[src/rtl/exec_if.sv]
// Issue/result bundle between register_manager, the execute stage and pc_control.
// The master drives decoded ops; the slave (exec_unit) returns write-back and redirect.
interface exec_if #(
    parameter int unsigned xlen = 32
);
    logic            valid_i;
    logic            ok_o;
    logic [1:0]      unit_i;
    logic [2:0]      sub_unit_i;
    logic [3:0]      sel_i;
    logic            imm_i;
    logic [xlen-1:0] rs1_i;
    logic [xlen-1:0] rs2_i;
    logic [4:0]      rd_i;
    logic [xlen-1:0] immediate_i;
    logic [xlen-1:0] pc_i;
    logic            flush_i;
    logic            res_v;
    logic [4:0]      res_adr;
    logic [xlen-1:0] res_data;
    logic            alu_target_valide;
    logic [xlen-1:0] alu_target;

    modport master (
        output valid_i, unit_i, sub_unit_i, sel_i, imm_i, rs1_i, rs2_i, rd_i,
               immediate_i, pc_i, flush_i,
        input  ok_o, res_v, res_adr, res_data, alu_target_valide, alu_target
    );

    modport slave (
        input  valid_i, unit_i, sub_unit_i, sel_i, imm_i, rs1_i, rs2_i, rd_i,
               immediate_i, pc_i, flush_i,
        output ok_o, res_v, res_adr, res_data, alu_target_valide, alu_target
    );
endinterface

[src/rtl/exec_unit.sv]
// Execute stage: single-cycle ALU and branch/JALR unit plus an iterative MUL/DIV
// that takes xlen cycles on operand magnitudes and fixes the sign when done.
module exec_unit #(
    parameter int unsigned xlen = 32
) (
    input logic   clk,
    input logic   rst_n,
    exec_if.slave bus
);

    localparam int unsigned CntW = $clog2(xlen);

    localparam logic [1:0] UnitAlu    = 2'd0;
    localparam logic [1:0] UnitBranch = 2'd1;
    localparam logic [1:0] UnitMulDiv = 2'd2;

    typedef enum logic [1:0] {StIdle, StBusy, StDone} state_e;

    state_e            state_q, state_d;
    logic [CntW-1:0]   cnt_q, cnt_d;
    logic [2*xlen-1:0] acc_q, acc_d;
    logic [2*xlen-1:0] mcand_q, mcand_d;
    logic [xlen-1:0]   opa_q, opa_d;
    logic [xlen-1:0]   divisor_q, divisor_d;
    logic [xlen-1:0]   dividend_q, dividend_d;
    logic [2:0]        op_q, op_d;
    logic [4:0]        rd_q, rd_d;
    logic              neg_q, neg_d;
    logic              div_zero_q, div_zero_d;

    logic              res_v_q, res_v_d;
    logic [4:0]        res_adr_q, res_adr_d;
    logic [xlen-1:0]   res_data_q, res_data_d;
    logic              tgt_v_q, tgt_v_d;
    logic [xlen-1:0]   tgt_q, tgt_d;

    logic              accept;
    logic              unused_sel;

    assign accept     = bus.valid_i && (state_q == StIdle) && !bus.flush_i;
    assign unused_sel = ^bus.sel_i[3:2];

    // ------------------------------------------------------------------ ALU
    logic [xlen-1:0] op2;
    logic [4:0]      shamt;
    logic [xlen-1:0] alu_res;

    always_comb begin
        op2     = bus.imm_i ? bus.immediate_i : bus.rs2_i;
        shamt   = op2[4:0];
        alu_res = '0;
        unique case (bus.sub_unit_i)
            3'b000: alu_res = (bus.sel_i[0] && !bus.imm_i) ? bus.rs1_i - op2
                                                            : bus.rs1_i + op2;
            3'b001: alu_res = bus.rs1_i << shamt;
            3'b010: alu_res = {{(xlen-1){1'b0}}, $signed(bus.rs1_i) < $signed(op2)};
            3'b011: alu_res = {{(xlen-1){1'b0}}, bus.rs1_i < op2};
            3'b100: alu_res = bus.rs1_i ^ op2;
            3'b101: alu_res = bus.sel_i[0] ? $unsigned($signed(bus.rs1_i) >>> shamt)
                                           : bus.rs1_i >> shamt;
            3'b110: alu_res = bus.rs1_i | op2;
            3'b111: alu_res = bus.rs1_i & op2;
        endcase
    end

    // --------------------------------------------------------------- Branch
    logic            br_taken;
    logic [xlen-1:0] br_tgt;
    logic [xlen-1:0] jalr_sum;
    logic [xlen-1:0] jalr_tgt;
    logic [xlen-1:0] link;

    always_comb begin
        br_taken = 1'b0;
        unique case (bus.sub_unit_i)
            3'b000:         br_taken = bus.rs1_i == bus.rs2_i;
            3'b001:         br_taken = bus.rs1_i != bus.rs2_i;
            3'b100:         br_taken = $signed(bus.rs1_i) < $signed(bus.rs2_i);
            3'b101:         br_taken = $signed(bus.rs1_i) >= $signed(bus.rs2_i);
            3'b110:         br_taken = bus.rs1_i < bus.rs2_i;
            3'b111:         br_taken = bus.rs1_i >= bus.rs2_i;
            3'b010, 3'b011: br_taken = 1'b0;
        endcase
        br_tgt   = bus.pc_i + bus.immediate_i;
        jalr_sum = bus.rs1_i + bus.immediate_i;
        jalr_tgt = {jalr_sum[xlen-1:1], 1'b0};
        link     = bus.pc_i + xlen'(4);
    end

    // -------------------------------------------------- MUL/DIV operand prep
    logic            a_signed, b_signed;
    logic            a_neg, b_neg;
    logic [xlen-1:0] a_mag, b_mag;

    always_comb begin
        a_signed = (bus.sub_unit_i == 3'b000) || (bus.sub_unit_i == 3'b001) ||
                   (bus.sub_unit_i == 3'b010) || (bus.sub_unit_i == 3'b100) ||
                   (bus.sub_unit_i == 3'b110);
        b_signed = (bus.sub_unit_i == 3'b000) || (bus.sub_unit_i == 3'b001) ||
                   (bus.sub_unit_i == 3'b100) || (bus.sub_unit_i == 3'b110);
        a_neg    = a_signed && bus.rs1_i[xlen-1];
        b_neg    = b_signed && bus.rs2_i[xlen-1];
        a_mag    = a_neg ? -bus.rs1_i : bus.rs1_i;
        b_mag    = b_neg ? -bus.rs2_i : bus.rs2_i;
    end

    // ------------------------------------------------ MUL/DIV iteration step
    logic [2*xlen-1:0] mul_acc_nx;
    logic [2*xlen-1:0] md_prod;
    logic [xlen:0]     rem_sh;
    logic [xlen:0]     div_diff;
    logic              div_qbit;
    logic [xlen-1:0]   div_rem_nx, div_quo_nx;
    logic [xlen-1:0]   md_quo, md_rem;
    logic [xlen-1:0]   md_res;

    always_comb begin
        mul_acc_nx = opa_q[0] ? acc_q + mcand_q : acc_q;
        // Restoring step: shift the next dividend bit in, subtract if it fits.
        rem_sh     = {acc_q[xlen-1:0], opa_q[xlen-1]};
        div_diff   = rem_sh - {1'b0, divisor_q};
        div_qbit   = ~div_diff[xlen];
        div_rem_nx = div_qbit ? div_diff[xlen-1:0] : rem_sh[xlen-1:0];
        div_quo_nx = {opa_q[xlen-2:0], div_qbit};
        md_prod    = neg_q ? -mul_acc_nx : mul_acc_nx;
        md_quo     = neg_q ? -div_quo_nx : div_quo_nx;
        md_rem     = neg_q ? -div_rem_nx : div_rem_nx;
        md_res     = '0;
        unique case (op_q)
            3'b000:                 md_res = md_prod[xlen-1:0];
            3'b001, 3'b010, 3'b011: md_res = md_prod[2*xlen-1:xlen];
            3'b100, 3'b101:         md_res = div_zero_q ? '1 : md_quo;
            3'b110, 3'b111:         md_res = div_zero_q ? dividend_q : md_rem;
        endcase
    end

    // ------------------------------------------------------ Control / next
    always_comb begin
        state_d    = state_q;
        cnt_d      = cnt_q;
        acc_d      = acc_q;
        mcand_d    = mcand_q;
        opa_d      = opa_q;
        divisor_d  = divisor_q;
        dividend_d = dividend_q;
        op_d       = op_q;
        rd_d       = rd_q;
        neg_d      = neg_q;
        div_zero_d = div_zero_q;
        res_v_d    = 1'b0;
        res_adr_d  = res_adr_q;
        res_data_d = res_data_q;
        tgt_v_d    = 1'b0;
        tgt_d      = tgt_q;

        unique case (state_q)
            StIdle: begin
                if (accept) begin
                    case (bus.unit_i)
                        UnitAlu: begin
                            res_v_d    = bus.rd_i != 5'd0;
                            res_adr_d  = bus.rd_i;
                            res_data_d = alu_res;
                        end
                        UnitBranch: begin
                            if (bus.sel_i[1]) begin
                                tgt_v_d    = 1'b1;
                                tgt_d      = jalr_tgt;
                                res_v_d    = bus.rd_i != 5'd0;
                                res_adr_d  = bus.rd_i;
                                res_data_d = link;
                            end else if (br_taken) begin
                                tgt_v_d = 1'b1;
                                tgt_d   = br_tgt;
                            end
                        end
                        UnitMulDiv: begin
                            state_d    = StBusy;
                            cnt_d      = '0;
                            acc_d      = '0;
                            mcand_d    = {{xlen{1'b0}}, a_mag};
                            opa_d      = bus.sub_unit_i[2] ? a_mag : b_mag;
                            divisor_d  = b_mag;
                            dividend_d = bus.rs1_i;
                            op_d       = bus.sub_unit_i;
                            rd_d       = bus.rd_i;
                            // REM/REMU take the dividend sign; everything else the XOR.
                            neg_d      = (bus.sub_unit_i[2] && bus.sub_unit_i[1]) ? a_neg
                                                                                  : a_neg ^ b_neg;
                            div_zero_d = bus.rs2_i == '0;
                        end
                        default: ;
                    endcase
                end
            end
            StBusy: begin
                if (bus.flush_i) begin
                    state_d = StIdle;
                end else begin
                    cnt_d = cnt_q + CntW'(1);
                    if (op_q[2]) begin
                        acc_d = {{xlen{1'b0}}, div_rem_nx};
                        opa_d = div_quo_nx;
                    end else begin
                        acc_d   = mul_acc_nx;
                        mcand_d = mcand_q << 1;
                        opa_d   = opa_q >> 1;
                    end
                    if (cnt_q == CntW'(xlen - 1)) begin
                        state_d    = StDone;
                        res_v_d    = rd_q != 5'd0;
                        res_adr_d  = rd_q;
                        res_data_d = md_res;
                    end
                end
            end
            StDone:  state_d = StIdle;
            default: state_d = StIdle;
        endcase
    end

    always_ff @(posedge clk or negedge rst_n) begin
        if (!rst_n) begin
            state_q    <= StIdle;
            cnt_q      <= '0;
            acc_q      <= '0;
            mcand_q    <= '0;
            opa_q      <= '0;
            divisor_q  <= '0;
            dividend_q <= '0;
            op_q       <= '0;
            rd_q       <= '0;
            neg_q      <= 1'b0;
            div_zero_q <= 1'b0;
            res_v_q    <= 1'b0;
            res_adr_q  <= '0;
            res_data_q <= '0;
            tgt_v_q    <= 1'b0;
            tgt_q      <= '0;
        end else begin
            state_q    <= state_d;
            cnt_q      <= cnt_d;
            acc_q      <= acc_d;
            mcand_q    <= mcand_d;
            opa_q      <= opa_d;
            divisor_q  <= divisor_d;
            dividend_q <= dividend_d;
            op_q       <= op_d;
            rd_q       <= rd_d;
            neg_q      <= neg_d;
            div_zero_q <= div_zero_d;
            res_v_q    <= res_v_d;
            res_adr_q  <= res_adr_d;
            res_data_q <= res_data_d;
            tgt_v_q    <= tgt_v_d;
            tgt_q      <= tgt_d;
        end
    end

    assign bus.ok_o              = state_q == StIdle;
    assign bus.res_v             = res_v_q;
    assign bus.res_adr           = res_adr_q;
    assign bus.res_data          = res_data_q;
    assign bus.alu_target_valide = tgt_v_q;
    assign bus.alu_target        = tgt_q;

endmodule
[src/flat_wrapper.sv]
// flat-port wrapper written by rule: the top's interface ports become plain ports
module exec_unit_flat 
#(
    parameter int unsigned xlen = 32
)
  (clk, rst_n, bus_valid_i, bus_unit_i, bus_sub_unit_i, bus_sel_i, bus_imm_i, bus_rs1_i, bus_rs2_i, bus_rd_i, bus_immediate_i, bus_pc_i, bus_flush_i, bus_ok_o, bus_res_v, bus_res_adr, bus_res_data, bus_alu_target_valide, bus_alu_target);
  exec_if #(.xlen(xlen)) bus_i ();
  input logic clk;
  input logic rst_n;
  input wire logic [$bits(bus_i.valid_i)-1:0] bus_valid_i;
  input wire logic [$bits(bus_i.unit_i)-1:0] bus_unit_i;
  input wire logic [$bits(bus_i.sub_unit_i)-1:0] bus_sub_unit_i;
  input wire logic [$bits(bus_i.sel_i)-1:0] bus_sel_i;
  input wire logic [$bits(bus_i.imm_i)-1:0] bus_imm_i;
  input wire logic [$bits(bus_i.rs1_i)-1:0] bus_rs1_i;
  input wire logic [$bits(bus_i.rs2_i)-1:0] bus_rs2_i;
  input wire logic [$bits(bus_i.rd_i)-1:0] bus_rd_i;
  input wire logic [$bits(bus_i.immediate_i)-1:0] bus_immediate_i;
  input wire logic [$bits(bus_i.pc_i)-1:0] bus_pc_i;
  input wire logic [$bits(bus_i.flush_i)-1:0] bus_flush_i;
  output wire logic [$bits(bus_i.ok_o)-1:0] bus_ok_o;
  output wire logic [$bits(bus_i.res_v)-1:0] bus_res_v;
  output wire logic [$bits(bus_i.res_adr)-1:0] bus_res_adr;
  output wire logic [$bits(bus_i.res_data)-1:0] bus_res_data;
  output wire logic [$bits(bus_i.alu_target_valide)-1:0] bus_alu_target_valide;
  output wire logic [$bits(bus_i.alu_target)-1:0] bus_alu_target;
  assign bus_i.valid_i = bus_valid_i;
  assign bus_i.unit_i = bus_unit_i;
  assign bus_i.sub_unit_i = bus_sub_unit_i;
  assign bus_i.sel_i = bus_sel_i;
  assign bus_i.imm_i = bus_imm_i;
  assign bus_i.rs1_i = bus_rs1_i;
  assign bus_i.rs2_i = bus_rs2_i;
  assign bus_i.rd_i = bus_rd_i;
  assign bus_i.immediate_i = bus_immediate_i;
  assign bus_i.pc_i = bus_pc_i;
  assign bus_i.flush_i = bus_flush_i;
  assign bus_ok_o = bus_i.ok_o;
  assign bus_res_v = bus_i.res_v;
  assign bus_res_adr = bus_i.res_adr;
  assign bus_res_data = bus_i.res_data;
  assign bus_alu_target_valide = bus_i.alu_target_valide;
  assign bus_alu_target = bus_i.alu_target;
  exec_unit #(.xlen(xlen)) u_core (.clk(clk), .rst_n(rst_n), .bus(bus_i));
endmodule
[config.mk]
export PLATFORM = sky130hd
export DESIGN_NAME = exec_unit_flat
export DESIGN_NICKNAME = d
export VERILOG_FILES = /design/src/rtl/exec_if.sv /design/src/rtl/exec_unit.sv /design/src/flat_wrapper.sv
export SDC_FILE = /design/constraint.sdc
export NUM_CORES = 2
export LEC_CHECK = 0
export CAP_MARGIN = 25
export CORE_UTILIZATION = 30
export DETAILED_ROUTE_END_ITERATION = 6
export SETUP_SLACK_MARGIN = 0.02
export SKIP_CTS_REPAIR_TIMING = 1
export SYNTH_ARGS = -nofsm -noshare
export SYNTH_HDL_FRONTEND = slang
export SYNTH_SLANG_ARGS = --single-unit
[constraint.sdc]
create_clock -name clk -period 14.25 [get_ports clk]
set_clock_uncertainty 0.2 [all_clocks]
set_input_delay 1.425 -clock clk [delete_from_list [all_inputs] [get_ports clk]]
set_output_delay 1.425 -clock clk [all_outputs]
set_load 0.03 [all_outputs]
==> impl_metrics.yaml <==
status:
  outcome: "finished, final reports clean"
pwr:
  peakVddDrop_v: 0.0001124
  power.density_nw_per_um2: 162.6
  p_leak_nw: 18.87
worst_setup_path:
  reg2reg_from: "u_core.opa_q[31]"
  crit_slowest_cell: "a211oi_1"
  worstSetupPathType: "in2reg"
  cp.required_ns: 14.52
  r2r-end: "u_core.bus.res_data[28]"
  critical_path.cell_chain: "buf_2 > buf_4 > nand2_1 > o21a_2 > buf_4 > inv_2 > buf_4 > ha_1 > o21ai_0 > nor4b_1 > or2_2 > a211o_1 > a221o_1 > a31oi_1 > o21ai_0 > a221o_1 > a2111oi_0 > o31ai_1 > a211oi_1 > o311ai_1"
  crit_arrival_ns: 7.79
  rr_worst_depth: 21
  crit_fanout: 62
  start_kind: "input port"
  endpoint_kind: "register"
  crit_top_cell: "buf_4"
  crit_path_max_incr_delay_ns: 0.74
  r2r_slack_ns: 6.93
floorplan:
  rows: 133
  design.die.area_um2: 134000
  ios: 219
  coreArea_um2: 131500
  initial_core_util_pct: 30.24
  die_w_um: 366.1
  die_y_um: 366.1
sta:
  period_minus_slack_ns: 7.528
  timing_hold_violations_final: 0
  slew_headroom_pct: 18.61
  fin_ws_ns: 6.722
  fin_crit_sh_pct: 52.83
  worst_pin_slew_ns: 1.190
  fmax_mhz: 132.8
  finalSetupViolCount: 0
  rsz0062_at_grt: "no"
  setup-tns-final_ns: 0
  report.final.slew_viol_count: 0
flow_run:
  maxCapViolCount: 0
cells_and_area:
  layout.nets: 5914
  fillers: 14120
  area_delta_synth_final_pct: 13.64
  multi_input_area_um2: 29800
  regArea_um2: 7820
  drive_above_1_share_pct: 5.797
synth:
  yosysTopAreaCell: "dfrtp_1"
  syn_area_um2: 39760
  syn-instance-count: 5452
  ys_ff_latch: 312
  synth_edf_count: 0
  synth.area.top_cells: "dfrtp_1 (20%), ha_1 (9.2%), o21ai_0 (7.0%)"
  ys.flop_type: "dfrtp_1"
  synth.avg_cell_area_um2: 7.293
  synth_cell_types: 111
  synth_top_cell_area_share_pct: 19.64
  synth_nets: 5897
  synthArstFlopShare_pct: 100.0
  yosys_warnings: 0
  yosysSeqAreaShare_pct: 19.64
routing:
  wl_met3_um: 16810
  drc: 0
  routed.top_layer: "met5"
  first_iter_violations: 4901
  wl_met2_um: 91240
  wl_per_cell_um: 28.25
  postRouteAntennaNets: 0
  met1_length_um: 84160
  via_per_inst: 6.104
  vias: 44320
  first_pass_iters: 6
  wl_um: 205100
clocking:
  cts.sink_count: 312
  cts_tree: "yes"
  ctsRootBufferMaster: "clkbuf_16"
  clk_latency_ns: 0.65
  htreeDepth: 2
  cts.path.max_buffers: 3
  cts_buffers: 44
  path_clk_slew_ns: 0.06
global_route:
  first_global_vias: 41370
  grt_overflow_total: 0
  grt_max_degree: 90
  grt_antenna_before_repair: 10
  grt_usage_pct: 29.36
  grt_first_pass_wirelength_um: 292900
placement:
  post-place-ws_ns: 6.233
  io_buffer_count: 216
  dp_hpwl_um: 162400
  gp_congestion: 1.017
min_path:
  min_path_type: "reg2reg"
  hold_start: "u_core.divisor_q[11]"
  worstHoldEndpoint: "u_core.divisor_q[11]"
  min_delay_path_depth: 2
flip-flops by register name (all words and copies together), names as in the netlist:
register / count
u_core.div_zero_q: 1
u_core.bus.alu_target: 32
u_core.op_q: 3
u_core.rd_q: 5
u_core.divisor_q: 32
u_core.opa_q: 32
u_core.bus.alu_target_valide: 1
u_core.mcand_q: 64
u_core.bus.res_data: 32
u_core.cnt_q: 5
u_core.state_q: 2
u_core.dividend_q: 32
u_core.acc_q: 64
u_core.bus.res_adr: 5
u_core.neg_q: 1
u_core.bus.res_v: 1
placed cells by master, fill, tap and decap left out, drive strengths merged, types with 115 or more instances in the layout:
cell | Yosys | routed
xnor2 | 225 | 225
inv | 234 | 241
nand3 | 115 | 115
a21oi | 466 | 466
clkdlybuf4s50 | 0 | 212
dfrtp | 312 | 312
mux2i | 212 | 212
o21ai | 573 | 573
ha | 292 | 292
nand2 | 657 | 657
nor2 | 468 | 468
worst max-delay path, delay by kind of cell:
family                     cells  cell delay, ns
AOI/OAI and AO/OA             11            3.63
buffers and inverters          5            1.69
and+or+nand+nor                3            0.54
adders and majority gates      1            0.42
cell type report:
class	instances	area share [%]
sequential	312	17.31
clock inverter	26	0.6951
tap	1755	4.860
clock buffer	54	2.631
multi-input combinational	4549	65.97
antenna	3	0.01662
inverter	240	1.994
timing repair buffer	322	6.530
per-stage QoR:
stage | power, mW | utilization (%) | instances | instance area, um2 | hold WS [ns]
floorplan | 4.363 | - | 5452 | 39760 | 0.2413
global route | 7.725 | 34.36 | 7258 | 45170 | 0.3067
global placement | 5.944 | 33.21 | 7176 | 43650 | 0.2615
detailed placement | 5.967 | 33.21 | 7177 | 43660 | 0.2712
CTS | 7.207 | 34.36 | 7257 | 45170 | 0.2837
finish | 7.345 | 34.37 | 7261 | 45180 | 0.2762
kinds of logic (layout without fill, tap and decap cells):
kind of cell,after synthesis,count (layout),synth area share (%)
AO/OA/AOI/OAI,1947,1947,31.70
XOR/XNOR,309,309,6.807
adder cells (fa/ha/maj),298,298,9.491
buffers and inverters,591,642,5.712
flip-flops,312,312,19.64
multiplexers,234,234,6.130
other,0,3,0
AND/OR/NAND/NOR,1761,1761,20.52
synthesized netlist by cell type, types with 71 or more instances:
library cell,number
a211oi_1,76
a21o_1,95
a21oi_1,457
a31oi_1,71
clkbuf_1,288
dfrtp_1,312
ha_1,292
inv_1,232
mux2i_1,212
nand2_1,656
nand3_1,115
nand4_1,83
nor2_1,468
nor3_1,93
o211ai_1,77
o21a_1,76
o21ai_0,559
xnor2_1,225
xor2_1,84
power by group:
group | internal [mW] | leakage [nW] | total, mW | switching (mW)
combinational | 1.59 | 14.1 | 4.72 | 3.13
clock | 0.691 | 0.728 | 1.20 | 0.513
sequential | 1.08 | 4.01 | 1.42 | 0.333
layer usage:
metal / vias to the layer above / global-route usage, %
li1: 20070 / -
met1: 21540 / 38.08
met2: 2262 / 46.54
met3: 443 / 4.584
met4: 10 / 15.97
met5: - / 0
how the worst max path moves through the flow:
stage                    from                       to  slack, ns  cells after the start
floorplan           bus_imm_i  u_core.bus.res_data[31]       7.72                     21
global placement    bus_imm_i  u_core.bus.res_data[31]       6.17                     20
detailed placement  bus_imm_i  u_core.bus.res_data[31]       6.23                     20
CTS                 bus_imm_i  u_core.bus.res_data[31]       6.87                     20
global route        bus_imm_i  u_core.bus.res_data[31]       6.54                     20
finish              bus_imm_i  u_core.bus.res_data[31]       6.72                     20
Note: power is estimated with default switching activity, not from simulation.
==> RTL change (same settings) <==
`xlen` is set to 32 in 3 places; all go to 16.
--- a/src/rtl/exec_if.sv
+++ b/src/rtl/exec_if.sv
@@ -3,3 +3,3 @@
 interface exec_if #(
-    parameter int unsigned xlen = 32
+    parameter int unsigned xlen = 16
 );
--- a/src/rtl/exec_unit.sv
+++ b/src/rtl/exec_unit.sv
@@ -3,3 +3,3 @@
 module exec_unit #(
-    parameter int unsigned xlen = 32
+    parameter int unsigned xlen = 16
 ) (
--- a/src/flat_wrapper.sv
+++ b/src/flat_wrapper.sv
@@ -3,3 +3,3 @@
 #(
-    parameter int unsigned xlen = 32
+    parameter int unsigned xlen = 16
 )
Ports: changed (6 resized); port bits go from 219 to 123. No check against the original RTL was run, so the function may have changed too.
==> RTL change against the original RTL <==
- worst setup slack better by 680 ps
- sequential cell count is 145 lower
- sequential share of layout area is 1.5 points higher
- via count is 53% lower
- design area is 51% lower
- wire length is 61% lower
- total power is 55% lower
- synthesized area is 51% lower
- highest routed layer is now met4
==> RTL change: results (changes against the original RTL) <==
Status
  • Run status: completed (unchanged)

Power and ir drop
  • Leakage: 0.00927 uW (was 0.0189 uW)
  • Worst VDD drop: 0.0938 mV (was 0.112 mV)
  • Pint: 1570 uW (was 3370 uW)

Clocking
  • CTS max path bufs: 2 (was 3)
  • Worst-path clk slew: 80 ps (was 60 ps)
  • # H-tree levels: 4 (was 2)
  • CTS buffer count: 17 (was 44)
  • Clock Latency Late Sink: 500 ps (was 650 ps)
  • CTS Root Cell: clkbuf_16 (unchanged)

Global routing
  • Total GRT Usage: 24.0% (was 29.4%)
  • Number of global-route vias before repair: 19.0k (was 41.4k)
  • Largest net degree at the start of global routing: 94 (was 90)
  • Initial antenna violation count: 0 (was 10)
  • First-pass GRT wire length: 121 mm (was 293 mm)

Layout
  • Share of cells above drive strength 1: 5.84% (was 5.80%)
  • Diode count: 0 (was 3)
  • Fin nets: 2875 (was 5914)
  • Filler instances: 6987 (was 14.1k)
  • Largest regs: u_core.acc_q: 32 flops, u_core.mcand_q: 32 flops (was u_core.acc_q: 64 flops, u_core.mcand_q: 64 flops)

Synth
  • Synth Net Count: 2849 (was 5897)
  • Commonest cells post-synth: 297 x nand2_1, 244 x nor2_1, 230 x o21ai_0 (was 656 x nand2_1, 559 x o21ai_0, 468 x nor2_1)
  • Fraction of registers with async set/reset: 100% (unchanged)
  • Post-synth EDFFs: 0 (unchanged)
  • Synthesis Warnings: 0 (unchanged)
  • Seq/Total Area, Yosys: 21.3% (was 19.6%)
  • Dominant cells by area after synthesis: dfrtp_1 21%, ha_1 9.4%, o21ai_0 5.9%, a21oi_1 5.7%, nand2_1 5.7% (was dfrtp_1 20%, ha_1 9.2%, o21ai_0 7.0%, nand2_1 6.2%, a21oi_1 5.8%)
  • Synth cell types: 102 (was 111)

Detailed routing
  • Initial DRC count: 2281 (was 4901)
  • Vias per cell: 5.89 (was 6.10)
  • Avg WL per Cell: 23.1 um (was 28.2 um)
  • Drt first pass iters: 6 (unchanged)

Worst setup path
  • R2R setup slack: 8380 ps (was 6930 ps)
  • Slowest-stage cell, CP: clkinv_1 (was a211oi_1)
  • CP max stage delay: 730 ps
  • Crit-path max FO: 40 (was 62)

Timing
  • Slew margin rel.: 33.2% (was 18.6%)

Place
  • Final HPWL DP: 61.5 mm (was 162 mm)
  • Port bufs: 120 (was 216)
  • Placer Congestion: 0.994 (was 1.02)

Die
  • Die area: 66300 um2 (was 134000 um2)

Worst hold path
  • HP Class: flip-flop to flip-flop (unchanged)
-- RTL change: changes by cell type after synthesis, moves of 54 or more --
cell / unedited run / this run
a21o_1: 95 / 39
a21oi_1: 457 / 224
clkbuf_1: 288 / 123
dfrtp_1: 312 / 167
ha_1: 292 / 147
inv_1: 232 / 109
mux2i_1: 212 / 74
nand2_1: 656 / 297
nand4_1: 83 / 29
nor2_1: 468 / 244
o21ai_0: 559 / 230
xnor2_1: 225 / 91
-- RTL change: critical path, delay by kind of cell --
family / cells / cell delay, ps
AND/OR/NAND/NOR: 1 / 110
adder cells (fa/ha/maj): 1 / 670
multiplexers: 2 / 440
buffers and inverters: 4 / 1950
AO/OA/AOI/OAI: 9 / 2370
-- RTL change: path summary, 6_finish.rpt --
path	startpoint	end	cells past startpoint
worst min register to register	u_core.divisor_q[4]$_DFFE_PN0P_	u_core.divisor_q[4]$_DFFE_PN0P_	2
worst max-delay path	bus_imm_i	u_core.bus.res_data[14]$_DFFE_PN0P_	17
min in group asynchronous	rst_n	u_core.divisor_q[11]$_DFFE_PN0P_	1
worst min-delay path	u_core.divisor_q[4]$_DFFE_PN0P_	u_core.divisor_q[4]$_DFFE_PN0P_	2
worst max register to register	u_core.opa_q[15]$_DFFE_PN0P_	u_core.bus.res_data[10]$_DFFE_PN0P_	21
max in group asynchronous	rst_n	u_core.bus.res_adr[1]$_DFFE_PN0P_	4
-- RTL change: layout make-up --
type,count,area share [%]
clock buffer,18,1.97
clock inverter,14,0.681
inverter,120,2.02
multi-input combinational,2174,64.9
sequential,167,18.8
tap,855,4.81
timing repair buffer,159,6.84
-- RTL change: power groups by stage --
stage / Clock (uW) / Combinational, uW / Sequential [uW]
detailed placement: 0 / 2020 / 728
global route: 525 / 2240 / 735
global placement: 0 / 2020 / 728
CTS: 505 / 2030 / 720
floorplan: 0 / 1400 / 711
finish: 494 / 2080 / 723
-- RTL change: per-stage QoR --
step           instance area (um2)  cells  hold slack (ps)  setup slack (ps)
3_5_place_dp                 21600   3473              271              7010
5_1_grt                      22200   3507              311              7180
3_3_place_gp                 21600   3473              262              7050
6_report                     22200   3507              285              7400
2_1_floorplan                19600   2613              242              8650
4_1_cts                      22200   3505              287              7560
-- RTL change: metal layers --
layer  wire, um  global-route usage [%]
met1      34300                    32.4
met4       3880                    10.4
met2      36300                    37.7
met5          0                       0
met3       6340                    3.74
-- RTL change: cells by family after synthesis --
group	Yosys count	synth area share, %
AOI/OAI and AO/OA	913	30.7
xor gates and xnor gates	139	6.22
adders and majority gates	153	10.0
buffers and inverters	272	5.32
DFF	167	21.3
muxes	91	5.39
and+or+nand+nor	878	21.1
